==> src/rtl/flac_enc_pkg.sv <==
// Shared definitions for the FLAC encoder fixed-predictor blocks.
// Holds the order count, warm-up length, residual width, the order type
// and the state enum of the fixed-order selector.
package flac_enc_pkg;

   localparam int NUM_FIXED_ORDERS = 5;
   localparam int FIXED_WARMUP     = 4;
   localparam int RESIDUAL_W       = 16;

   // Fixed predictor order, 0..4
   typedef logic [2:0] orderT;

   // Selector control states
   typedef enum logic [1:0] {
      IDLE,
      ACCUM,
      COMPARE,
      DONE
   } selStateT;

   // Magnitude of a signed residual, one bit wider so that the most
   // negative input (-32768) maps to +32768 without overflow
   function automatic logic [RESIDUAL_W:0] absResidual(input logic signed [RESIDUAL_W-1:0] x);
      logic [RESIDUAL_W:0] ext;
      ext = {x[RESIDUAL_W-1], x};
      return ext[RESIDUAL_W] ? ((~ext) + (RESIDUAL_W+1)'(1)) : ext;
   endfunction

endpackage

==> src/rtl/fixed_order_selector_abs_accumulator.sv <==
// Absolute-value accumulator for one fixed predictor order.
// Sums |iResidual| into an ACC_W-bit register while iEnable is high.
// Build option FIXED_SEL_SATURATE_EN: when defined the sum clamps at
// all-ones and stays there; otherwise it wraps modulo 2^ACC_W.
module abs_accumulator
   import flac_enc_pkg::*;
#(
   parameter int ACC_W = 32
) (
   input  logic                         iClock,
   input  logic                         iReset,
   input  logic                         iClear,
   input  logic                         iEnable,
   input  logic signed [RESIDUAL_W-1:0] iResidual,
   output logic [ACC_W-1:0]             oSum
);

   logic [RESIDUAL_W:0] magnitude;
   logic [ACC_W-1:0]    nextSum;

   assign magnitude = absResidual(iResidual);

`ifdef FIXED_SEL_SATURATE_EN
   // One guard bit above the accumulator catches the carry out; once it
   // is seen the sum is pinned to the largest representable value
   logic [ACC_W:0] wideSum;

   assign wideSum = {1'b0, oSum} + (ACC_W+1)'(magnitude);
   assign nextSum = wideSum[ACC_W] ? {ACC_W{1'b1}} : wideSum[ACC_W-1:0];
`else
   // Plain modular addition; overflow simply wraps around
   assign nextSum = oSum + ACC_W'(magnitude);
`endif

   // Sum register: reset and clear both zero it, clear wins over enable
   always_ff @(posedge iClock) begin
      if (iReset || iClear) begin
         oSum <= '0;
      end else if (iEnable) begin
         oSum <= nextSum;
      end
   end

endmodule

==> src/rtl/fixed_order_selector.sv <==
// Fixed-order selector: accumulates |residual| for the five fixed FLAC
// predictors over a block, skips the warm-up samples, then walks the
// five sums one per cycle and reports the order with the smallest sum
// (lowest order wins ties).
// Build option FIXED_SEL_SATURATE_EN selects saturating accumulators.
module fixed_order_selector
   import flac_enc_pkg::*;
#(
   parameter int BLOCK_SIZE = 4096,
   parameter int ACC_W      = 32
) (
   input  logic                         iClock,
   input  logic                         iReset,
   input  logic                         iEnable,
   input  logic                         iStart,
   input  logic signed [RESIDUAL_W-1:0] iResidual0,
   input  logic signed [RESIDUAL_W-1:0] iResidual1,
   input  logic signed [RESIDUAL_W-1:0] iResidual2,
   input  logic signed [RESIDUAL_W-1:0] iResidual3,
   input  logic signed [RESIDUAL_W-1:0] iResidual4,
   output logic [2:0]                   oBestOrder,
   output logic [ACC_W-1:0]             oBestSum,
   output logic                         oValid,
   output logic                         oBusy
);

   // Sample counter is wide enough for the largest legal block
   localparam int CNT_W = 16;
   localparam logic [CNT_W-1:0] LAST_INDEX   = CNT_W'(BLOCK_SIZE - 1);
   localparam logic [CNT_W-1:0] WARMUP_COUNT = CNT_W'(FIXED_WARMUP);
   localparam orderT            LAST_ORDER   = orderT'(NUM_FIXED_ORDERS - 1);

   selStateT state;
   selStateT nextState;

   // Index of the sample currently presented while in ACCUM
   logic [CNT_W-1:0] sampleCount;

   // Order being examined during COMPARE
   orderT compareIndex;

   // Running best candidate built up during COMPARE
   orderT      candOrder;
   logic [ACC_W-1:0] candSum;

   // Control strobes decoded from the state
   logic startBlock;
   logic advanceCount;
   logic accumulate;
   logic compareStep;
   logic publish;

   logic signed [RESIDUAL_W-1:0] residual [NUM_FIXED_ORDERS];
   logic [ACC_W-1:0]             accSum   [NUM_FIXED_ORDERS];
   logic [ACC_W-1:0]             examinedSum;

   assign residual[0] = iResidual0;
   assign residual[1] = iResidual1;
   assign residual[2] = iResidual2;
   assign residual[3] = iResidual3;
   assign residual[4] = iResidual4;

   // One accumulator per predictor order, all sharing clear and enable
   for (genvar k = 0; k < NUM_FIXED_ORDERS; k++) begin : gAcc
      abs_accumulator #(
         .ACC_W(ACC_W)
      ) uAcc (
         .iClock   (iClock),
         .iReset   (iReset),
         .iClear   (startBlock),
         .iEnable  (accumulate),
         .iResidual(residual[k]),
         .oSum     (accSum[k])
      );
   end

   // State register
   always_ff @(posedge iClock) begin
      if (iReset) begin
         state <= IDLE;
      end else begin
         state <= nextState;
      end
   end

   // Next-state logic; a start in ACCUM restarts the block in place
   always_comb begin
      nextState = state;
      case (state)
         IDLE: begin
            if (iEnable && iStart) begin
               nextState = ACCUM;
            end
         end
         ACCUM: begin
            if (iEnable && !iStart && (sampleCount == LAST_INDEX)) begin
               nextState = COMPARE;
            end
         end
         COMPARE: begin
            if (compareIndex == LAST_ORDER) begin
               nextState = DONE;
            end
         end
         DONE: begin
            nextState = IDLE;
         end
         default: begin
            nextState = IDLE;
         end
      endcase
   end

   // Output and strobe decode; inputs are only honoured in IDLE and ACCUM
   always_comb begin
      oBusy        = 1'b0;
      startBlock   = 1'b0;
      advanceCount = 1'b0;
      accumulate   = 1'b0;
      compareStep  = 1'b0;
      publish      = 1'b0;
      case (state)
         IDLE: begin
            startBlock = iEnable && iStart;
         end
         ACCUM: begin
            oBusy        = 1'b1;
            startBlock   = iEnable && iStart;
            advanceCount = iEnable && !iStart;
            accumulate   = iEnable && !iStart && (sampleCount >= WARMUP_COUNT);
         end
         COMPARE: begin
            oBusy       = 1'b1;
            compareStep = 1'b1;
         end
         DONE: begin
            publish = 1'b1;
         end
         default: begin
            oBusy = 1'b0;
         end
      endcase
   end

   // Sample counter: index 0 is consumed by the start, so it restarts at 1
   always_ff @(posedge iClock) begin
      if (iReset) begin
         sampleCount <= '0;
      end else if (startBlock) begin
         sampleCount <= CNT_W'(1);
      end else if (advanceCount) begin
         sampleCount <= sampleCount + CNT_W'(1);
      end
   end

   // Compare walker: steps through orders 0..4, parked at 0 otherwise
   always_ff @(posedge iClock) begin
      if (iReset) begin
         compareIndex <= '0;
      end else if (compareStep) begin
         compareIndex <= compareIndex + orderT'(1);
      end else begin
         compareIndex <= '0;
      end
   end

   // Select the accumulator for the order under examination
   always_comb begin
      examinedSum = accSum[0];
      case (compareIndex)
         3'd1:    examinedSum = accSum[1];
         3'd2:    examinedSum = accSum[2];
         3'd3:    examinedSum = accSum[3];
         3'd4:    examinedSum = accSum[4];
         default: examinedSum = accSum[0];
      endcase
   end

   // Candidate tracking: order 0 seeds it, later orders replace it only
   // when strictly smaller, which leaves ties with the lower order
   always_ff @(posedge iClock) begin
      if (iReset) begin
         candOrder <= '0;
         candSum   <= '0;
      end else if (compareStep) begin
         if ((compareIndex == '0) || (examinedSum < candSum)) begin
            candOrder <= compareIndex;
            candSum   <= examinedSum;
         end
      end
   end

   // Result registers: loaded from the final candidate while in DONE and
   // held until the next block completes; oValid is the registered pulse
   always_ff @(posedge iClock) begin
      if (iReset) begin
         oBestOrder <= '0;
         oBestSum   <= '0;
         oValid     <= 1'b0;
      end else begin
         oValid <= publish;
         if (publish) begin
            oBestOrder <= candOrder;
            oBestSum   <= candSum;
         end
      end
   end

endmodule

==> config.mk <==
export PLATFORM = sky130hd
export DESIGN_NAME = fixed_order_selector
export DESIGN_NICKNAME = d
export VERILOG_FILES = /design/src/rtl/flac_enc_pkg.sv /design/src/rtl/fixed_order_selector_abs_accumulator.sv /design/src/rtl/fixed_order_selector.sv
export SDC_FILE = /design/constraint.sdc
export NUM_CORES = 1
export LEC_CHECK = 0
export CAP_MARGIN = 10
export CELL_PAD_IN_SITES_DETAIL_PLACEMENT = 1
export CELL_PAD_IN_SITES_GLOBAL_PLACEMENT = 1
export CORE_MARGIN = 2
export CORE_UTILIZATION = 44
export DETAILED_ROUTE_END_ITERATION = 8
export PLACE_DENSITY_LB_ADDON = 0.1
export SLEW_MARGIN = 10
export SYNTH_ARGS = -nofsm -noshare
export SYNTH_HDL_FRONTEND = slang
export SYNTH_SLANG_ARGS = --single-unit
==> constraint.sdc <==
create_clock -name iClock -period 4.25 [get_ports iClock]
set_input_delay 0.425 -clock iClock [delete_from_list [all_inputs] [get_ports iClock]]
set_output_delay 0.425 -clock iClock [all_outputs]
set_load 0.02 [all_outputs]
==> flow_summary.ini <==
[critical_path]
max_stage_delay_ns = 0.45
crit_chain = inv_1, ha_1, buf_12, a22oi_1, o21ai_0, a21oi_1, o21ai_0, ha_1, a21o_1, a21o_1, a221oi_2, o211ai_1, o21ai_4, a21oi_4, buf_12, a2bb2o_1
cpMaxStageDelayCell = o21ai_0
cp_top_family = compound AO/OA/AOI/OAI gates
endpoint_kind = register
cp.arrival_ns = 4.62
startpoint_type = register
cp_max_fo = 26
criticalPathCategory = register to register
critPathBufInv = 3
crit_required_ns = 4.72

[routing]
post_drt_wl_per_cell_um = 19.8
via_per_inst = 5.91
vias = 17200
ant_nets = 0
drc = 0
first_pass_iters = 5
wl_um = 57600
drt_iter0_drc = 830

[cells_and_area]
drive_gt1_share_pct = 9.23
antennaDiodeCount = 0
utilization_pct = 54.2
area_growth_pct = 21.7
num-fill-cells = 4659
multiInputGateArea_sq_um = 11600
ff_latch_area_sq_um = 5050
final_nets = 2592

[clock_tree]
clkTransAtPathRegs_ns = 0.06
clkLatencyLatePin_ns = 0.58
cts.sinks = 252
cts_root_buffer = clkbuf_16
cts_htree_levels = 1
cts_tree = built
numCtsBuffers = 30
clockBufferDepth = 3

[min_path]
hold_path.class = primary input to register

[sta]
skew_ns = 0.0213
whs_ns = 0.467
worst_pin_slew_ns = 1.11
hold_viol_final = 0
slew_viol_final = 0
rsz0062_at_grt = true
slew_headroom_pct = 25.9
finalCritPeriodShare_pct = 97.7
setup_violations = 0
clock.fmax_ghz = 0.241
fin_crit_ns = 4.15

[grt]
track_usage_pct = 27.6
grt_pass1_vias = 17700
overflow = 0
grt_pass1_wl_um = 92000
grt_max_degree = 66
antenna_found_initial = 0

[floorplan]
die_w_um = 202
design.core.area_sq_um = 38600
die_y_um = 202
initial_core_util_pct = 44.5
rows = 72
ios = 121
dieArea_sq_um = 40700

[job]
max_cap_viol_count = 0

[logic_synthesis]
ys_top_cells_by_area = dfxtp_1 29%, ha_1 9.6%, a21oi_1 5.9%
synth-seq-area-share_pct = 29.3
yosysTopAreaCell = dfxtp_1
syn_inst = 2200
synth_edf_count = 0
synth_cell_types = 71
yosysWarnings = 0
synthArstFlopShare_pct = 0
synthesis.area_sq_um = 17200
yosysTopAreaCellShare_pct = 29.3
syn_avg_cell_area_sq_um = 7.82
synth_seq_cells = 252
synth_top_flop_cell = dfxtp_1

[pwr]
p_leak_nw = 7.70
p_per_area_nw_per_um2 = 298
power_mw = 6.24
ir_drop_v = 0.000283

[placement]
gp_congestion = 0.854
hpwl_um = 43500
io_buffer_count = 120

[outcome]
status = finished clean
## metal layers
layer / global-route usage, % / up-vias / part of all wire, %
li1: - / 8420 / -
met1: 33.5 / 8417 / 43
met2: 49.5 / 293 / 49
met3: 3.51 / 94 / 3.6
met4: 10.9 / 0 / 3.8
met5: 0 / - / 0
## flip-flops by register name, indices dropped and copies added, names as in the netlist
signal	count
oBestSum	32
gAcc.uAcc.oSum	160
compareIndex	3
state	2
candSum	32
oBestOrder	3
oValid	1
candOrder	3
sampleCount	16
## per-stage QoR
stage,TNS (ns),setup WS [ns],std cells,instance area [sq um]
after floorplan,0,0.455,2204,17200
after global placement,-0.899,-0.139,2852,19700
after detailed placement,-4.82,-0.237,2852,19700
after CTS,0,0.0351,2908,20800
after global routing,-0.134,-0.0335,2913,20900
final,0,0.0989,2913,20900
## cell usage after synthesis (28+ instances only)
master	n
nand2b_1	30
a22oi_1	36
nand2_1	244
mux2i_1	48
xnor2_1	99
clkbuf_1	88
or3_1	51
a211oi_1	28
nor3_1	31
dfxtp_1	252
nor2_1	154
a32o_1	32
o21ai_0	185
inv_1	80
xor2_1	37
a21oi_1	202
or4_1	29
ha_1	132
o31ai_1	34
a21o_1	39
nand3_1	108
## area by class of cell
class | instances | area share (%)
clock buffer | 41 | 4.32
clock inverter | 15 | 0.915
inverter | 80 | 1.43
multi-input combinational | 1762 | 55.4
sequential | 252 | 24.1
tap | 518 | 3.10
timing repair buffer | 245 | 10.8
## report_power, final
part           leakage, nW  internal [mW]  switching, mW
Clock                0.542           1.73           1.11
Sequential            2.03           2.37         0.0130
Combinational         5.13          0.422          0.601
## cells in the final DEF (no fill, tap or decap), types with 9 or more instances in the layout
cell             Yosys  routed
ha_1               132     131
xor2_1              37      37
o21ai_1              2      11
o21ai_0            185     170
nor2_1             154     154
clkbuf_8             0       9
a22oi_1             36      33
buf_4                0     116
or4_1               29      29
nand2_1            244     244
o41ai_1             12      12
o211ai_1            22      22
clkbuf_16            0      32
nand3_1            108     108
nor4_1              13      11
inv_1               80      80
nand4_1             24      24
o31ai_1             34      34
and2_1              11      11
a32o_1              32      32
a211oi_1            28      28
clkdlybuf4s50_1      0     119
nand2b_1            30      30
and3_1              19      19
a21oi_1            202     201
xnor2_1             99      99
dfxtp_1            252     251
or3_1               51      51
nor3_1              31      31
o21a_1              23      22
a21o_1              39      38
mux2i_1             48      48
## cells by family (layout without fill, tap and decap cells)
family,Yosys count,count (layout),share of synthesized area [%]
adders and majority gates,137,137,10.2
DFF,252,252,29.3
buffers and inverters,190,381,4.20
other,1,5,0.0218
and+or+nand+nor,747,747,21.1
xor gates and xnor gates,136,136,6.93
muxes,48,48,2.79
AOI/OAI and AO/OA,689,689,25.5
## final timing paths
check	start	to	slack, ns	depth (start not counted)
setup / recovery	compareIndex[1]$_SDFF_PP0_	candSum[0]$_SDFFE_PP0P_	0.1	16
hold / removal	iReset	oBestSum[4]$_SDFFE_PP0P_	0.47	2
setup reg to reg	compareIndex[1]$_SDFF_PP0_	candSum[0]$_SDFFE_PP0P_	0.1	16
hold reg to reg	gAcc[4].uAcc.oSum[7]$_SDFFE_PP0P_	gAcc[4].uAcc.oSum[7]$_SDFFE_PP0P_	0.48	2
## timing repair
item,in CTS,in global routing
gates cloned,0,1
hold buffers,0,0
endpoints found under the setup margin,33,37
pin swaps,0,7
gates resized for setup,4,27
buffers inserted,0,4
## worst reg2reg max path: cells and delay by family, from the launching register on
kind,cells,cell delay (ns)
adders and majority gates,2,0.59
DFF,1,0.33
AOI/OAI and AO/OA,11,2.59
buffers and inverters,3,0.53
Note: power is estimated with default switching activity, not from simulation.
